$ cat config.mk
export PLATFORM = sky130hd
export DESIGN_NAME = tx10_bcd_fmt
export DESIGN_NICKNAME = d
export VERILOG_FILES = /design/src/rtl/tx10_bcd_fmt.sv
export SDC_FILE = /design/constraint.sdc
export NUM_CORES = 1
export LEC_CHECK = 0
export ABC_CLOCK_PERIOD_IN_PS = 3700
export CAP_MARGIN = 5
export CORE_MARGIN = 10
export CORE_UTILIZATION = 48
export DETAILED_ROUTE_END_ITERATION = 8
export PLACE_DENSITY_LB_ADDON = 0.25
export SETUP_SLACK_MARGIN = 0.1
export SYNTH_ARGS = -nofsm -noshare
export SYNTH_HDL_FRONTEND = slang
export SYNTH_SLANG_ARGS = --single-unit
$ cat constraint.sdc
create_clock -name clk -period 3.7 [get_ports clk]
set_input_delay 0.74 -clock clk [delete_from_list [all_inputs] [get_ports clk]]
set_output_delay 0.74 -clock clk [all_outputs]
set_load 0.01 [all_outputs]
$ cat src/rtl/tx10_bcd_fmt.sv
// Signed tenths-of-a-degree to sign + BCD digits + leading-zero blank mask (double-dabble, 1 bit/clk).
// done pulses W clocks after the accepting start edge; start is ignored while busy, never queued.
module tx10_bcd_fmt #(
  parameter int W  = 18,
  parameter int ND = 6
) (
  input  logic              clk,
  input  logic              rst,
  input  logic              start,
  input  logic [W-1:0]      tx10,
  output logic              busy,
  output logic              done,
  output logic              neg,
  output logic [4*ND-1:0]   digits,
  output logic [ND-1:0]     blank
);

  localparam int CW = (W > 1) ? $clog2(W) : 1;
  localparam logic [ND-1:0] BLANK_RST = {{(ND-2){1'b1}}, 2'b00};

  typedef enum logic {IDLE, CONV} state_t;

  state_t            state_q;
  logic [4*ND-1:0]   bcd_q;
  logic [W-1:0]      mag_q;
  logic [CW-1:0]     cnt_q;
  logic              neg_r_q;
  logic              busy_q;
  logic              done_q;
  logic              neg_q;
  logic [4*ND-1:0]   digits_q;
  logic [ND-1:0]     blank_q;

  logic [4*ND-1:0]   bcd_d;
  logic [W-1:0]      mag_d;
  logic [W-1:0]      mag_in;
  logic [ND-1:0]     blank_d;

  // Two's-complement negate; the most negative input lands exactly on 2^(W-1).
  assign mag_in = tx10[W-1] ? (~tx10 + W'(1)) : tx10;

  // Add-3 on every nibble, then shift the magnitude MSB into the BCD chain.
  always_comb begin
    logic [3:0] nib;
    logic       carry;
    bcd_d = '0;
    nib   = '0;
    carry = mag_q[W-1];
    for (int i = 0; i < ND; i++) begin
      nib = bcd_q[4*i +: 4];
      if (nib >= 4'd5) nib = nib + 4'd3;
      bcd_d[4*i +: 4] = {nib[2:0], carry};
      carry = nib[3];
    end
    mag_d = {mag_q[W-2:0], 1'b0};
  end

  // Units and tenths always shown; higher digits blank while they and everything above are zero.
  always_comb begin
    logic zero_above;
    blank_d    = '0;
    zero_above = 1'b1;
    for (int i = ND - 1; i >= 2; i--) begin
      if (bcd_d[4*i +: 4] != 4'd0) zero_above = 1'b0;
      blank_d[i] = zero_above;
    end
  end

  always_ff @(posedge clk or posedge rst) begin
    if (rst) begin
      state_q  <= IDLE;
      bcd_q    <= '0;
      mag_q    <= '0;
      cnt_q    <= '0;
      neg_r_q  <= 1'b0;
      busy_q   <= 1'b0;
      done_q   <= 1'b0;
      neg_q    <= 1'b0;
      digits_q <= '0;
      blank_q  <= BLANK_RST;
    end else begin
      done_q <= 1'b0;
      case (state_q)
        IDLE: begin
          if (start) begin
            neg_r_q <= tx10[W-1];
            mag_q   <= mag_in;
            bcd_q   <= '0;
            cnt_q   <= '0;
            busy_q  <= 1'b1;
            state_q <= CONV;
          end
        end
        CONV: begin
          bcd_q <= bcd_d;
          mag_q <= mag_d;
          cnt_q <= cnt_q + CW'(1);
          if (cnt_q == CW'(W - 1)) begin
            digits_q <= bcd_d;
            neg_q    <= neg_r_q;
            blank_q  <= blank_d;
            done_q   <= 1'b1;
            busy_q   <= 1'b0;
            state_q  <= IDLE;
          end
        end
        default: state_q <= IDLE;
      endcase
    end
  end

  assign busy   = busy_q;
  assign done   = done_q;
  assign neg    = neg_q;
  assign digits = digits_q;
  assign blank  = blank_q;

endmodule

==> results of run 1 <==
==> power groups by stage <==
stage | registers [mW] | clock network [mW] | logic, mW
final | 1.57 | 0.658 | 1.82
after global routing | 1.63 | 0.716 | 2.06
after CTS | 1.57 | 0.673 | 1.85
after detailed placement | 1.59 | 0 | 1.84
after global placement | 1.57 | 0 | 1.77
after floorplan | 1.55 | 0 | 1.25
==> flip-flops by register name (all words and copies together), names as in the netlist <==
register,flops
bcd_q,24
blank,4
busy,1
cnt_q,5
digits,24
done,1
mag_q,18
neg,1
neg_r_q,1
state_q,1
==> cell usage in the layout, fill, tap and decap left out, drive strengths merged, types with 3 or more instances in the layout <==
master         count
clkbuf            13
ha                15
or3                4
o41ai              3
nand3              4
buf                5
nand4              3
o21ai             53
a21o               3
nand2             91
a21oi             24
mux2i             20
nor3               3
xnor2             12
xor2              10
nand2b            25
clkdlybuf4s50     51
inv               20
dfstp              4
nor2              11
nor3b             16
dfrtp             76
o31ai             15
==> logic make-up after synthesis <==
logic type | Yosys count
AOI/OAI and AO/OA | 110
muxes | 21
and+or+nand+nor | 166
DFF | 80
adders and majority gates | 15
xor gates and xnor gates | 22
other | 1
buffers and inverters | 46
==> cell type report <==
cell class                 instances  share of cell area
multi-input combinational        336               0.409
clock inverter                     3             0.00838
sequential                        80               0.396
clock buffer                      13              0.0313
timing repair buffer              56               0.113
inverter                          21              0.0158
tap                              108              0.0266
==> stage by stage <==
stage | util | hold WS (ns) | setup slack [ns] | area (sq um)
2_1_floorplan | - | 0.439 | 0.915 | 4260
3_3_place_gp | 0.561 | 0.454 | 0.887 | 4870
3_5_place_dp | 0.561 | 0.462 | 0.832 | 4870
4_1_cts | 0.585 | 0.475 | 1.20 | 5070
5_1_grt | 0.585 | 0.492 | 1.12 | 5070
6_report | 0.585 | 0.472 | 1.18 | 5070
==> tightest hold or removal path, cell delays in order, from the launching register on <==
cell and delay (ns):
sky130_fd_sc_hd__dfstp_2 0.37, sky130_fd_sc_hd__nand2_1 0.05, sky130_fd_sc_hd__o31ai_1 0.06
==> routing by layer <==
metal,GRT usage,up-vias
met5,0,-
met4,0.0518,0
met3,0.0341,9
met2,0.241,51
met1,0.162,1596
li1,-,1660
==> worst max-delay path by stage <==
stage | end | slack, ns | cells past startpoint
floorplan | bcd_q[0] | 0.91 | 1
global placement | mag_q[15] | 0.89 | 6
detailed placement | mag_q[15] | 0.83 | 6
CTS | mag_q[15] | 1.20 | 6
global route | mag_q[15] | 1.12 | 6
finish | mag_q[15] | 1.18 | 6
==> out/summary.json, run 1 <==
{
  "sta": {
    "setup_viol_count_final": 0,
    "clock_skew_ns": 0.0128,
    "hold_violations": 0,
    "unrepaired_setup_endpoints_after_global_routing": "no",
    "drv_slew": 0,
    "final_min_period_over_clock_period": 0.682,
    "worstMarginPinSlew_ns": 1.02,
    "worst_slew_margin_rel": 0.323,
    "fin_tns_setup_ns": 0,
    "achievable-frequency_mhz": 397,
    "fin_crit_ns": 2.52
  },
  "logic_synthesis": {
    "post-synth-top-count-cell": "sky130_fd_sc_hd__nand2_1",
    "post_synth_fa_ha_maj_area_fraction": 0.0441,
    "ys.warnings.count": 0,
    "netlist-cell-type-count": 44,
    "cell_count_after_synthesis": 461,
    "synthTopCellsByCount": "sky130_fd_sc_hd__nand2_1, sky130_fd_sc_hd__dfrtp_1, sky130_fd_sc_hd__o21ai_0",
    "number_of_register_bits_inferred_by_synthesis": 80,
    "syn_area_sq_mm": 0.00426,
    "area_share_of_the_largest_cell_type_after_synthesis": 0.447,
    "async_reset_ff_frac": 1.00,
    "multiplexer_share_of_the_synthesized_area": 0.0496,
    "synth-main-ff-cell": "sky130_fd_sc_hd__dfrtp_1",
    "synth-edff-count": 0,
    "synth_area_in_compound_gates": 0.155,
    "seq_area_frac_synth": 0.471,
    "largest_family_of_logic_cells_by_synthesized_area": "simple AND/OR/NAND/NOR gates",
    "avgSynthCellArea_sq_um": 9.24,
    "yosys-top-cells-area": "sky130_fd_sc_hd__dfrtp_1, sky130_fd_sc_hd__nand2_1, sky130_fd_sc_hd__o21ai_0",
    "xor_xnor_cell_area_share_of_the_yosys_netlist": 0.0452,
    "cell_taking_the_most_area_after_synthesis": "sky130_fd_sc_hd__dfrtp_1",
    "synth-simple-area-share": 0.191
  },
  "routing": {
    "highest_layer": "met4",
    "met2_wirelength_um": 4340,
    "aggregate_routed_wire_length_um": 8870,
    "drt-pass1-iter-count": 4,
    "routedLengthMet1_um": 4050,
    "post_drt_wl_per_cell_um": 14.4,
    "drtAntennaViolNets": 0,
    "detail_route.iter0.violations": 106,
    "routed-via-count": 3316,
    "vias_per_cell": 5.37,
    "remaining_drc_errors": 0,
    "route.met3.wl_um": 352
  },
  "clock_network": {
    "cts_max_path_bufs": 2,
    "cts-buffers-inserted": 9,
    "cts_resized": 0,
    "clk_pin_slew_worst_paths_ns": 0.08,
    "insertion_delay_ns": 0.35,
    "cts.sinks": 80,
    "post-cts-setup-buffer-count": 0,
    "cts_tree": "built",
    "cts-htree-levels": 3,
    "cts.hold.buffers_added": 0,
    "ctsRootBufferMaster": "sky130_fd_sc_hd__clkbuf_8"
  },
  "power_and_ir_drop": {
    "p_leak_nw": 2.28,
    "cell_internal_pwr_mw": 2.49,
    "switching_share": 0.384,
    "net-switching-power_mw": 1.55,
    "total_power_mw": 4.05,
    "power.clock.fraction": 0.163,
    "worst_ir_drop_on_vdd_mv": 0.313,
    "powerDensity_mw_per_mm2": 798,
    "comb_power_share": 0.449,
    "pwr-share-seq": 0.389
  },
  "worst_setup_path": {
    "worst_path_dominant_cell_family": "simple AND/OR/NAND/NOR gates",
    "critical_path_arrival_ns": 2.74,
    "rr_worst_depth": 3,
    "path_max_fanout": 5,
    "timing.critical_path.required_ns": 3.91,
    "cp_slowest_stage_delay_ns": 0.56,
    "regToRegSetupSlack_ns": 1.65,
    "worstPathBufferInverterCount": 1,
    "crit_slowest_cell": "sky130_fd_sc_hd__or4_4",
    "startpoint_type": "input port",
    "crit_path_start": "tx10[4]",
    "path_cells": "clkdlybuf4s50_1 -> or4_4 -> or3_4 -> o41ai_2 -> xor2_1 -> o21ai_1",
    "reg2reg_to": "mag_q[17]",
    "crit_type": "input port to flip-flop",
    "rr_startpoint": "state_q",
    "worst_setup_path_end_kind": "flip-flop"
  },
  "hold_path": {
    "min_path_cells": 2,
    "worst_hold_path_type": "flip-flop to flip-flop",
    "min_from": "blank[2]",
    "min_to": "blank[2]"
  },
  "floorplan": {
    "initial_cell_density_of_the_core": 0.491,
    "placementRows": 34,
    "dieArea_sq_mm": 0.0130,
    "die_height_um": 114,
    "die_w_um": 114,
    "coreArea_sq_mm": 0.00868,
    "ios": 54
  },
  "layout": {
    "seq_cell_area_sq_mm": 0.00201,
    "multi_input_area_sq_mm": 0.00208,
    "final_net_count": 540,
    "layout.cells.non_filler": 617,
    "post_route_cells_drive_above_1_share": 0.0648,
    "flow.area_growth_from_synthesis_pct": 19.1,
    "num-fill-cells": 807,
    "antenna-diode-count": 0
  },
  "run": {
    "max_cap_violations": 0
  },
  "global_routing": {
    "pin_count_of_the_biggest_net_entering_global_routing": 65,
    "initial_antenna_violation_count": 0,
    "grt_use_total": 0.139,
    "globalRoute.totalOverflow": 0,
    "first_global_vias": 3379,
    "grt_pass1_wl_um": 15200
  },
  "place": {
    "gp_congestion": 0.866,
    "dp.final_hpwl_um": 6360,
    "number_of_port_buffers": 51,
    "placed_cells": 601
  },
  "run_status": {
    "run_status": "finished, final reports clean"
  }
}
Note: power is estimated with default switching activity, not from simulation.
==> inputs of run 2 (changes only) <==
--- a/config.mk
+++ b/config.mk
@@ -5,7 +5,7 @@
 export SDC_FILE = /design/constraint.sdc
 export NUM_CORES = 1
 export LEC_CHECK = 0
-export ABC_CLOCK_PERIOD_IN_PS = 3700
+export ABC_CLOCK_PERIOD_IN_PS = 2600
 export CAP_MARGIN = 5
 export CORE_MARGIN = 10
 export CORE_UTILIZATION = 48
==> constraint.sdc (replaced) <==
create_clock -name clk -period 2.6 [get_ports clk]
set_input_delay 0.52 -clock clk [delete_from_list [all_inputs] [get_ports clk]]
set_output_delay 0.52 -clock clk [all_outputs]
set_load 0.01 [all_outputs]
==> run 2 against run 1 <==
Critical path depth unchanged. First-iteration DRC count up 83%. Cell count up 1.3%. Clock skew up 0.0019 ns. Setup slack worse by 0.82 ns. Largest cell class unchanged.
==> out/summary.json, run 2 (same netlist as run 1, synthesis figures left out) <==
{
  "run_status": {
    "run_status": "finished, final reports clean"
  },
  "sta": {
    "setup_viol_count_final": {"value": 0, "change": "unchanged"},
    "min_setup_slack_post_route": {"value": 0.356, "unit": "ns", "change": "-0.823 ns"},
    "drv_slew": {"value": 0, "change": "unchanged"},
    "final_min_period_over_clock_period": 0.863,
    "achievable-frequency_mhz": 446,
    "worstMarginPinSlew": {"value": 0.609, "unit": "ns", "change": "-0.407 ns"},
    "clock_skew": {"value": 0.0146, "unit": "ns", "change": "+0.00185 ns"},
    "worst_slew_margin_rel": {"value": 0.593, "change": "+0.270"},
    "hold_violations": {"value": 0, "change": "unchanged"},
    "fin_crit_ns": 2.24,
    "unrepaired_setup_endpoints_after_global_routing": "no"
  },
  "place": {
    "dp.final_hpwl": {"value": 6220, "unit": "um", "change": "-2.1%"},
    "detailed_place.area": {"value": 0.00492, "unit": "sq mm", "change": "+1.0%"},
    "placed_cells": {"value": 609, "change": "+1.3%"},
    "number_of_port_buffers": {"value": 51, "change": "unchanged"},
    "gp_congestion": {"value": 0.878, "change": "+1.5%"},
    "placement.setup.worst_slack": {"value": -0.00820, "unit": "ns", "change": "-0.841 ns"}
  },
  "global_routing": {
    "grt_pass1_wl": {"value": 15000, "unit": "um", "change": "-1.5%"},
    "pin_count_of_the_biggest_net_entering_global_routing": {"value": 81, "change": "+25%"},
    "grt_most_used_layer": "met2",
    "globalRoute.totalOverflow": {"value": 0, "change": "unchanged"},
    "gr-usage-met1": {"value": 0.165, "change": "+0.00241"},
    "grt_util_met3": {"value": 0.0388, "change": "+0.00472"},
    "initial_antenna_violation_count": {"value": 0, "change": "unchanged"},
    "grt_util_met2": {"value": 0.230, "change": "-0.0114"},
    "grt_use_total": {"value": 0.136, "change": "-0.00325"},
    "first_global_vias": {"value": 3311, "change": "-2.0%"}
  },
  "worst_setup_path": {
    "startpoint_type": "input port",
    "critical_path_arrival": {"value": 2.46, "unit": "ns", "change": "-0.28 ns"},
    "worst_setup_path_end_kind": "flip-flop",
    "path_max_fanout": {"value": 5, "change": "unchanged"},
    "crit_type": "input port to flip-flop",
    "timing.critical_path.required": {"value": 2.82, "unit": "ns", "change": "-1.09 ns"},
    "cp_slowest_stage_delay": {"value": 0.55, "unit": "ns", "change": "about the same"},
    "path_cells": "clkdlybuf4s50_1 -> or4_4 -> or3_4 -> o41ai_2 -> xor2_1 -> o21ai_1",
    "crit_slowest_cell": "sky130_fd_sc_hd__or4_4"
  },
  "floorplan": {
    "die_height": {"value": 114, "unit": "um", "change": "unchanged"},
    "ios": {"value": 54, "change": "unchanged"},
    "dieArea": {"value": 0.0130, "unit": "sq mm", "change": "unchanged"},
    "die_w": {"value": 114, "unit": "um", "change": "unchanged"},
    "initial_cell_density_of_the_core": {"value": 0.491, "change": "unchanged"},
    "placementRows": {"value": 34, "change": "unchanged"},
    "coreArea": {"value": 0.00868, "unit": "sq mm", "change": "unchanged"}
  },
  "layout": {
    "layout.cells.non_filler": {"value": 625, "change": "+1.3%"},
    "final_cell_area": {"value": 0.00517, "unit": "sq mm", "change": "+1.8%"},
    "final_net_count": {"value": 548, "change": "+1.5%"},
    "flow.area_growth_from_synthesis_pct": 21.3,
    "most-common-layout-cells": "sky130_fd_sc_hd__nand2_1, sky130_fd_sc_hd__dfrtp_1, sky130_fd_sc_hd__clkdlybuf4s50_1",
    "num-fill-cells": {"value": 776, "change": "-3.8%"},
    "antenna-diode-count": {"value": 0, "change": "unchanged"},
    "mostFrequentLayoutCell": "sky130_fd_sc_hd__nand2_1",
    "post_route_cells_drive_above_1_share": {"value": 0.0832, "change": "+0.0183"},
    "final_core_utilization": {"value": 0.595, "change": "+0.0107"}
  },
  "routing": {
    "aggregate_routed_wire_length": {"value": 8560, "unit": "um", "change": "-3.5%"},
    "detail_route.iter0.violations": {"value": 194, "change": "+83%"},
    "routed-via-count": {"value": 3305, "change": "-0.33%"},
    "vias_per_cell": {"value": 5.29, "change": "-1.6%"},
    "post_drt_wl_per_cell": {"value": 13.7, "unit": "um", "change": "-4.7%"},
    "drt-pass1-iter-count": {"value": 4, "change": "unchanged"},
    "drtAntennaViolNets": {"value": 0, "change": "unchanged"},
    "remaining_drc_errors": {"value": 0, "change": "unchanged"}
  },
  "clock_network": {
    "cts_max_path_bufs": {"value": 2, "change": "unchanged"},
    "cts-buffers-inserted": {"value": 9, "change": "unchanged"},
    "insertion_delay": {"value": 0.35, "unit": "ns", "change": "about the same"},
    "cts_tree": "built",
    "cts.hold.buffers_added": {"value": 0, "change": "unchanged"},
    "cts.sinks": {"value": 80, "change": "unchanged"},
    "cts_resized": {"value": 0, "change": "unchanged"},
    "post-cts-setup-buffer-count": {"value": 0, "change": "unchanged"},
    "clk_pin_slew_worst_paths": {"value": 0.08, "unit": "ns", "change": "about the same"},
    "cts-htree-levels": {"value": 3, "change": "unchanged"},
    "ctsRootBufferMaster": "sky130_fd_sc_hd__clkbuf_8"
  },
  "hold_path": {
    "worst_hold_path_type": "flip-flop to flip-flop"
  },
  "power_and_ir_drop": {
    "worst_ir_drop_on_vdd": {"value": 0.424, "unit": "mV", "change": "+35%"},
    "p_leak": {"value": 2.33, "unit": "nW", "change": "+2.1%"},
    "powerDensity": {"value": 1150, "unit": "mW/mm^2", "change": "+44%"},
    "total_power": {"value": 5.92, "unit": "mW", "change": "+46%"}
  },
  "run": {
    "max_cap_violations": {"value": 0, "change": "unchanged"}
  }
}
-- run 2: final timing paths --
kind | start | to | slack (ns) | depth (start not counted)
max reg2reg | bcd_q[16] | blank[2] | 0.62 | 7
min | blank[2] | blank[2] | 0.47 | 2
min reg2reg | blank[2] | blank[2] | 0.47 | 2
max | tx10[6] | mag_q[15] | 0.36 | 6
min in group asynchronous | rst | bcd_q[8] | 0.63 | 3
max in group asynchronous | rst | cnt_q[1] | 1.61 | 3
-- run 2: power breakdown --
part | switching, mW | internal [mW]
clock | 0.459 | 0.639
combinational | 1.36 | 1.29
sequential | 0.399 | 1.78
total | 2.21 | 3.71
-- run 2: critical path, delay by kind of cell --
| family | cells | cell delay (ns) |
|---|---|---|
| buffers and inverters | 1 | 0.44 |
| XOR/XNOR | 1 | 0.19 |
| AO/OA/AOI/OAI | 2 | 0.38 |
| AND/OR/NAND/NOR | 2 | 0.93 |
-- run 2: per-layer routing --
metal / vias to the layer above / share of wire
met1: 1566 / 0.46
met4: 0 / 0.0084
met2: 56 / 0.49
met3: 9 / 0.048
met5: - / 0
li1: 1674 / -
-- run 2: area by class of cell --
type	instances	area, sq um	area share
tap	108	135	0.0262
sequential	80	2010	0.389
clock buffer	9	124	0.0240
clock inverter	7	120	0.0233
timing repair buffer	64	621	0.120
inverter	21	82.6	0.0160
multi-input combinational	336	2080	0.402
-- run 2: stage by stage --
stage | setup TNS, ns | hold slack (ns)
after floorplan | 0 | 0.439
after global placement | 0 | 0.456
after detailed placement | -0.00820 | 0.462
after CTS | 0 | 0.476
after global routing | 0 | 0.487
final | 0 | 0.471
